--- config.mk ---
export PLATFORM = sky130hd
export DESIGN_NAME = sw_pin_ctrl
export DESIGN_NICKNAME = d
export VERILOG_FILES = /design/src/rtl/sw_pin_pkg.sv /design/src/rtl/sw_pin_bit_timer.sv /design/src/rtl/sw_pin_ctrl.sv
export SDC_FILE = /design/constraint.sdc
export NUM_CORES = 1
export LEC_CHECK = 0
export ABC_AREA = 1
export CAP_MARGIN = 20
export CORE_ASPECT_RATIO = 0.75
export CORE_UTILIZATION = 30
export CTS_CLUSTER_SIZE = 30
export DETAILED_ROUTE_END_ITERATION = 7
export MAX_ROUTING_LAYER = met4
export SLEW_MARGIN = 15
export SYNTH_ARGS = -nofsm -noshare
export SYNTH_HDL_FRONTEND = slang
export SYNTH_HIERARCHICAL = 1
export SYNTH_SLANG_ARGS = --single-unit
--- constraint.sdc ---
create_clock -name clock -period 2.3 [get_ports clock]
set_input_delay 0.23 -clock clock [delete_from_list [all_inputs] [get_ports clock]]
set_output_delay 0.23 -clock clock [all_outputs]
set_load 0.02 [all_outputs]
--- src/rtl/sw_pin_pkg.sv ---
// Shared types and helpers for the single-wire pin controller.
// Optional build macro used by this slice: SW_PIN_READBACK_CHECK_EN.
package sw_pin_pkg;

  // Phase sequence of the shared pin.
  typedef enum logic [2:0] {
    ST_IDLE,
    ST_TX,
    ST_TURN,
    ST_RX,
    ST_RESP
  } state_e;

  // Default geometry of the controller.
  localparam int DATA_W_DEF   = 8;
  localparam int LEN_W_DEF    = 4;
  localparam int BIT_CYC_DEF  = 4;
  localparam int TURN_CYC_DEF = 2;

  // Clock index within a bit period at which the pin is sampled.
  localparam int SAMPLE_IDX = BIT_CYC_DEF / 2;

  // Sample index for an arbitrary bit period length.
  function automatic int sample_idx(input int bit_cyc);
    return bit_cyc / 2;
  endfunction

  // Requested lengths beyond the shift register width are clamped.
  function automatic int unsigned clamp_len(input int unsigned len,
                                            input int unsigned max_len);
    return (len > max_len) ? max_len : len;
  endfunction

endpackage

--- src/rtl/sw_pin_bit_timer.sv ---
// Down-counter timing one bit period or one turnaround window.
// A load sets the window length; bit_end marks its last clock and
// sample_pt marks the mid-bit sampling clock.
module sw_pin_bit_timer #(
  parameter int CW         = 3,
  parameter int SAMPLE_CNT = 2
) (
  input  logic          clock,
  input  logic          reset,
  input  logic          load_i,
  input  logic [CW-1:0] load_val_i,
  output logic          bit_end_o,
  output logic          sample_pt_o
);

  logic [CW-1:0] cnt_q, cnt_d;

  // Reload on request, otherwise count down and park at 1.
  always_comb begin
    cnt_d = cnt_q;
    if (load_i) begin
      cnt_d = load_val_i;
    end else if (cnt_q > CW'(1)) begin
      cnt_d = cnt_q - CW'(1);
    end
  end

  // Counter register.
  always_ff @(posedge clock or posedge reset) begin
    if (reset) cnt_q <= '0;
    else       cnt_q <= cnt_d;
  end

  assign bit_end_o   = (cnt_q == CW'(1));
  assign sample_pt_o = (cnt_q == CW'(SAMPLE_CNT));

endmodule

--- src/rtl/sw_pin_ctrl.sv ---
// Half-duplex single-wire pin controller: TX, turnaround, RX, response.
// Optional macro SW_PIN_READBACK_CHECK_EN adds err_contention_o, a sticky
// flag set when the pin reads back differently from what TX drives.
module sw_pin_ctrl
  import sw_pin_pkg::*;
#(
  parameter int DATA_W   = DATA_W_DEF,
  parameter int LEN_W    = LEN_W_DEF,
  parameter int BIT_CYC  = BIT_CYC_DEF,
  parameter int TURN_CYC = TURN_CYC_DEF
) (
  input  logic              clock,
  input  logic              reset,
  input  logic              cmd_valid_i,
  output logic              cmd_ready_o,
  input  logic [DATA_W-1:0] cmd_tx_data_i,
  input  logic [LEN_W-1:0]  cmd_tx_len_i,
  input  logic [LEN_W-1:0]  cmd_rx_len_i,
  output logic              rsp_valid_o,
  input  logic              rsp_ready_i,
  output logic [DATA_W-1:0] rsp_rx_data_o,
  output logic              busy_o,
  output logic              io_oe_o,
  output logic              io_out_o,
  input  logic              io_in_i
`ifdef SW_PIN_READBACK_CHECK_EN
  ,
  output logic              err_contention_o
`endif
);

  localparam int MAXC = (BIT_CYC > TURN_CYC) ? BIT_CYC : TURN_CYC;
  localparam int CW   = $clog2(MAXC + 1);
  // Counter value at the sample clock (the counter starts at BIT_CYC).
  localparam int SAMPLE_CNT = BIT_CYC - sample_idx(BIT_CYC);

  state_e            state_q, state_d;
  logic [DATA_W-1:0] tx_shift_q, tx_shift_d;
  logic [DATA_W-1:0] rx_shift_q, rx_shift_d;
  logic [LEN_W-1:0]  tx_cnt_q, tx_cnt_d;
  logic [LEN_W-1:0]  rx_cnt_q, rx_cnt_d;
  logic              cmd_ready_q, rsp_valid_q, io_oe_q, io_out_q;
  logic              err_q, err_d;
  logic              tmr_load, bit_end, sample_pt;
  logic [CW-1:0]     tmr_val;
  logic [LEN_W-1:0]  tx_len_c, rx_len_c;

  assign tx_len_c = LEN_W'(clamp_len(32'(cmd_tx_len_i), DATA_W));
  assign rx_len_c = LEN_W'(clamp_len(32'(cmd_rx_len_i), DATA_W));

  sw_pin_bit_timer #(
    .CW         (CW),
    .SAMPLE_CNT (SAMPLE_CNT)
  ) u_timer (
    .clock       (clock),
    .reset       (reset),
    .load_i      (tmr_load),
    .load_val_i  (tmr_val),
    .bit_end_o   (bit_end),
    .sample_pt_o (sample_pt)
  );

  // Phase sequencing, shift registers and timer reloads.
  always_comb begin
    state_d    = state_q;
    tx_shift_d = tx_shift_q;
    rx_shift_d = rx_shift_q;
    tx_cnt_d   = tx_cnt_q;
    rx_cnt_d   = rx_cnt_q;
    err_d      = err_q;
    tmr_load   = 1'b0;
    tmr_val    = CW'(BIT_CYC);
    case (state_q)
      ST_IDLE: begin
        if (cmd_valid_i && cmd_ready_q) begin
          // Left-align the low tx_len bits so the MSB is sent first.
          tx_shift_d = cmd_tx_data_i << (DATA_W - int'(tx_len_c));
          rx_shift_d = '0;
          tx_cnt_d   = tx_len_c;
          rx_cnt_d   = rx_len_c;
          err_d      = 1'b0;
          tmr_load   = 1'b1;
          if (tx_len_c != '0) begin
            state_d = ST_TX;
          end else if (rx_len_c != '0) begin
            state_d = ST_TURN;
            tmr_val = CW'(TURN_CYC);
          end else begin
            state_d = ST_RESP;
          end
        end
      end
      ST_TX: begin
`ifdef SW_PIN_READBACK_CHECK_EN
        if (sample_pt && (io_in_i != io_out_q)) err_d = 1'b1;
`endif
        if (bit_end) begin
          tx_shift_d = tx_shift_q << 1;
          tx_cnt_d   = tx_cnt_q - LEN_W'(1);
          tmr_load   = 1'b1;
          if (tx_cnt_q == LEN_W'(1)) begin
            if (rx_cnt_q != '0) begin
              state_d = ST_TURN;
              tmr_val = CW'(TURN_CYC);
            end else begin
              state_d = ST_RESP;
            end
          end
        end
      end
      ST_TURN: begin
        if (bit_end) begin
          state_d  = ST_RX;
          tmr_load = 1'b1;
        end
      end
      ST_RX: begin
        if (sample_pt) rx_shift_d = {rx_shift_q[DATA_W-2:0], io_in_i};
        if (bit_end) begin
          rx_cnt_d = rx_cnt_q - LEN_W'(1);
          tmr_load = 1'b1;
          if (rx_cnt_q == LEN_W'(1)) state_d = ST_RESP;
        end
      end
      ST_RESP: begin
        if (rsp_ready_i) state_d = ST_IDLE;
      end
      default: state_d = ST_IDLE;
    endcase
  end

  // State and datapath registers; pin outputs are registered from next state.
  always_ff @(posedge clock or posedge reset) begin
    if (reset) begin
      state_q     <= ST_IDLE;
      tx_shift_q  <= '0;
      rx_shift_q  <= '0;
      tx_cnt_q    <= '0;
      rx_cnt_q    <= '0;
      err_q       <= 1'b0;
      cmd_ready_q <= 1'b0;
      rsp_valid_q <= 1'b0;
      io_oe_q     <= 1'b0;
      io_out_q    <= 1'b0;
    end else begin
      state_q     <= state_d;
      tx_shift_q  <= tx_shift_d;
      rx_shift_q  <= rx_shift_d;
      tx_cnt_q    <= tx_cnt_d;
      rx_cnt_q    <= rx_cnt_d;
      err_q       <= err_d;
      cmd_ready_q <= (state_d == ST_IDLE);
      rsp_valid_q <= (state_d == ST_RESP);
      io_oe_q     <= (state_d == ST_TX);
      io_out_q    <= (state_d == ST_TX) ? tx_shift_d[DATA_W-1] : 1'b0;
    end
  end

  assign cmd_ready_o   = cmd_ready_q;
  assign rsp_valid_o   = rsp_valid_q;
  assign rsp_rx_data_o = rx_shift_q;
  assign busy_o        = (state_q != ST_IDLE);
  assign io_oe_o       = io_oe_q;
  assign io_out_o      = io_out_q;
`ifdef SW_PIN_READBACK_CHECK_EN
  assign err_contention_o = err_q;
`else
  // Without the readback check, err_q is never set.
  logic unused_err;
  assign unused_err = err_q;
`endif

endmodule

==> results.txt <==
Final TNS setup: 0 ns
die width: 103 µm
hold buffer count at CTS: 0
RR Startpoint: u_timer/cnt_q[1]
gr usage total: 0.146
initial antenna violation count: 0
Avg Synthesized Cell Area: 7.35 µm²
unrepaired setup endpoints after global routing: no
violated checks: design-rule violations
largest net degree at the start of global routing: 32
Final Net Count: 385
Leakage: 1.44 nW
via count: 2097
Synth area leader: dfrtp_1
cells on worst reg2reg path: 11
ys async rst share: 1.00
vias per cell: 4.58
H-tree depth: 2
Cells after Synth: 310
proportion of layout cells with a drive suffix above 1: 0.134
most used cell, CP: nand3_1
Total Wirelength: 5.10 mm
Initial Utilization: 0.311
Max stage delay cell, worst path: clkdlybuf4s50_1
number of synthesized flops with an enable pin: 0
gpl congestion: 0.901
Row Count: 27
crit-path max cell delay: 0.44 ns
count leader, synth: nand2_1
maximum root-to-sink buffer count: 2
Synth top cells by count: nand2_1, nand3_1, inv_1, dfrtp_1, nor2_1
DRC viols: 2
Final Setup Violations: 0
1st-iter DRT viols: 97
die area: 7960 µm²
Core ar.: 7330 µm²
crit path capture type: register
Post-CTS Setup Inserts: 0
I/O pin total: 34
Ys Warns: 6
Synth area leaders: dfrtp_1, nand3_1, nand2_1, inv_1, ha_1
worst reg2reg setup slack: 0.31 ns
HP Class: in2async
antenna diode instance count: 0
post-synthesis cell area: 2280 µm²
status: complete, but fails checks
crit path max fanout: 7
area share of the largest cell type after synthesis: 0.373
PortBufs: 33
drt pass-1 iters: 6
CTS root buffer: clkbuf_8
Routed Antenna Nets: 0
Unique masters post-synth: 36
sequential cell area fraction in the yosys report: 0.373
Power Density: 989 nW/µm²
Int Pwr: 1.60 mW
Setup Skew: 0.00651 ns
CTS tree: built
Inst Count DP: 450
post-route insts no fill: 458
total chip power: 2.85 mW
Post-DP HPWL: 3.95 mm
vias in the first global route: 1945
fin crit share: 0.870
Clock Sinks: 34
Seq pwr share: 0.343
Max-Cap Viols: 0
combinational fraction of design power: 0.499
P_sw: 1.25 mW
worst ir drop on vdd: 0.691 mV
Die Height: 77.5 µm
Critical Path Start Type: primary input
Clock transition at path regs: 0.07 ns
CTS buffer count: 5
switching part of the total: 0.438
max-slew violation count: 0
routed len/inst: 11.1 µm
clk_lat worst skew: 0.28 ns
fmax: 500 MHz
Final min period: 2.00 ns
Post-Syn Nets: 339
GR Overflow Total: 0
cells along the critical path: clkdlybuf4s50_1 -> nor2_1 -> nand2_2 -> nand2_4 -> nand2_1 -> ha_1 -> nor2_4 -> nor2_1 -> nand3_1 -> nand3_1 -> nand3_1 -> nand3_2 -> nand2_2 -> inv_1
Arrival @ worst endpoint: 2.18 ns
Area growth syn-to-layout: 26.3%
Final Hold Vio Count: 0
main flop type after synthesis: dfrtp_1
CP required: 2.48 ns
CP Class: in2reg
first-pass GRT wire length: 8.91 mm
end of the worst register-to-register path: tx_cnt_q[3]
Clk network pwr share: 0.158
Yosys reg bits: 34
PostCTS Resize Cnt: 0
per-stage QoR:
stage	hold slack, ns	instance area (µm²)	worst slack (ns)	utilization
2_1_floorplan	-0.0164	2280	0.300	-
5_1_grt	0.145	2880	0.0748	0.393
3_5_place_dp	0.440	2790	0.0152	0.380
4_1_cts	0.134	2880	0.298	0.393
6_report	0.137	2880	0.298	0.393
3_3_place_gp	0.444	2790	0.0210	0.380
power by group through the flow:
stage	clock (mW)	combinational, mW	sequential [mW]
after floorplan	0	1.01	0.989
after global placement	0	1.41	0.987
after detailed placement	0	1.42	0.981
after CTS	0.467	1.43	0.978
after global routing	0.492	1.62	1.01
final	0.448	1.42	0.977
area by class of cell:
| cell class | instances | area, µm² |
|---|---|---|
| fillers | 774 | 4450 |
| multi-input cells | 221 | 1210 |
| flip-flops and latches | 34 | 851 |
| repair buffers | 42 | 398 |
| inverters | 52 | 198 |
| well taps | 101 | 126 |
| clock buffers | 7 | 86.3 |
| clock inverters | 1 | 5.00 |
cell usage in the layout (no fill, tap or decap), types with 3 or more instances in the layout:
master / n
nor2_4: 4
nand4_1: 5
nor2_1: 20
o22ai_1: 3
o21ai_0: 19
inv_2: 6
clkbuf_8: 6
nand2_2: 5
ha_1: 8
nand3_2: 3
dfrtp_1: 34
clkdlybuf4s50_1: 33
buf_4: 9
inv_1: 45
nand2_1: 68
o21ai_1: 5
a21oi_1: 6
nand3_1: 52
nand2_4: 3
cell families after synthesis:
family / after synthesis / share of synthesized area
simple gates: 170 / 0.375
buf+inv: 55 / 0.0939
compound gates: 39 / 0.0971
flops: 34 / 0.373
fa+ha+maj: 8 / 0.0439
xor+xnor: 3 / 0.0148
other cells: 1 / 0.00164
metal layers:
| layer | global-route usage | share of wire | wire length (µm) |
|---|---|---|---|
| met5 | - | 0 | 0 |
| met4 | 0.0386 | 0.0075 | 38 |
| met3 | 0.0270 | 0.033 | 166 |
| met2 | 0.199 | 0.42 | 2130 |
| met1 | 0.217 | 0.54 | 2760 |
worst max path at each step:
stage	from	end	slack (ns)	cells after the start
6_report	cmd_tx_len_i[1]	tx_shift_q[7]	0.30	14
5_1_grt	u_timer/cnt_q[1]	tx_cnt_q[3]	0.07	11
4_1_cts	u_timer/cnt_q[1]	tx_cnt_q[3]	0.30	11
3_5_place_dp	cmd_tx_len_i[0]	tx_shift_q[7]	0.02	14
3_3_place_gp	cmd_tx_len_i[1]	tx_shift_q[7]	0.02	14
2_1_floorplan	u_timer/cnt_q[1]	u_timer/cnt_q[1]	0.30	9
state kept, by name, summed over array words and instances, names as in the netlist:
register and flops:
io_out_o 1, tx_cnt_q 4, rx_cnt_q 4, u_timer/cnt_q 3, rsp_valid_o 1, io_oe_o 1
cmd_ready_o 1, tx_shift_q 8, state_q 3, rsp_rx_data_o 8
worst max-delay path, delay by kind of cell:
family	cells	cell delay (ns)
simple gates	11	1.20
fa+ha+maj	1	0.28
buf+inv	2	0.48
No activity file was read; power rests on OpenSTA's default activity.
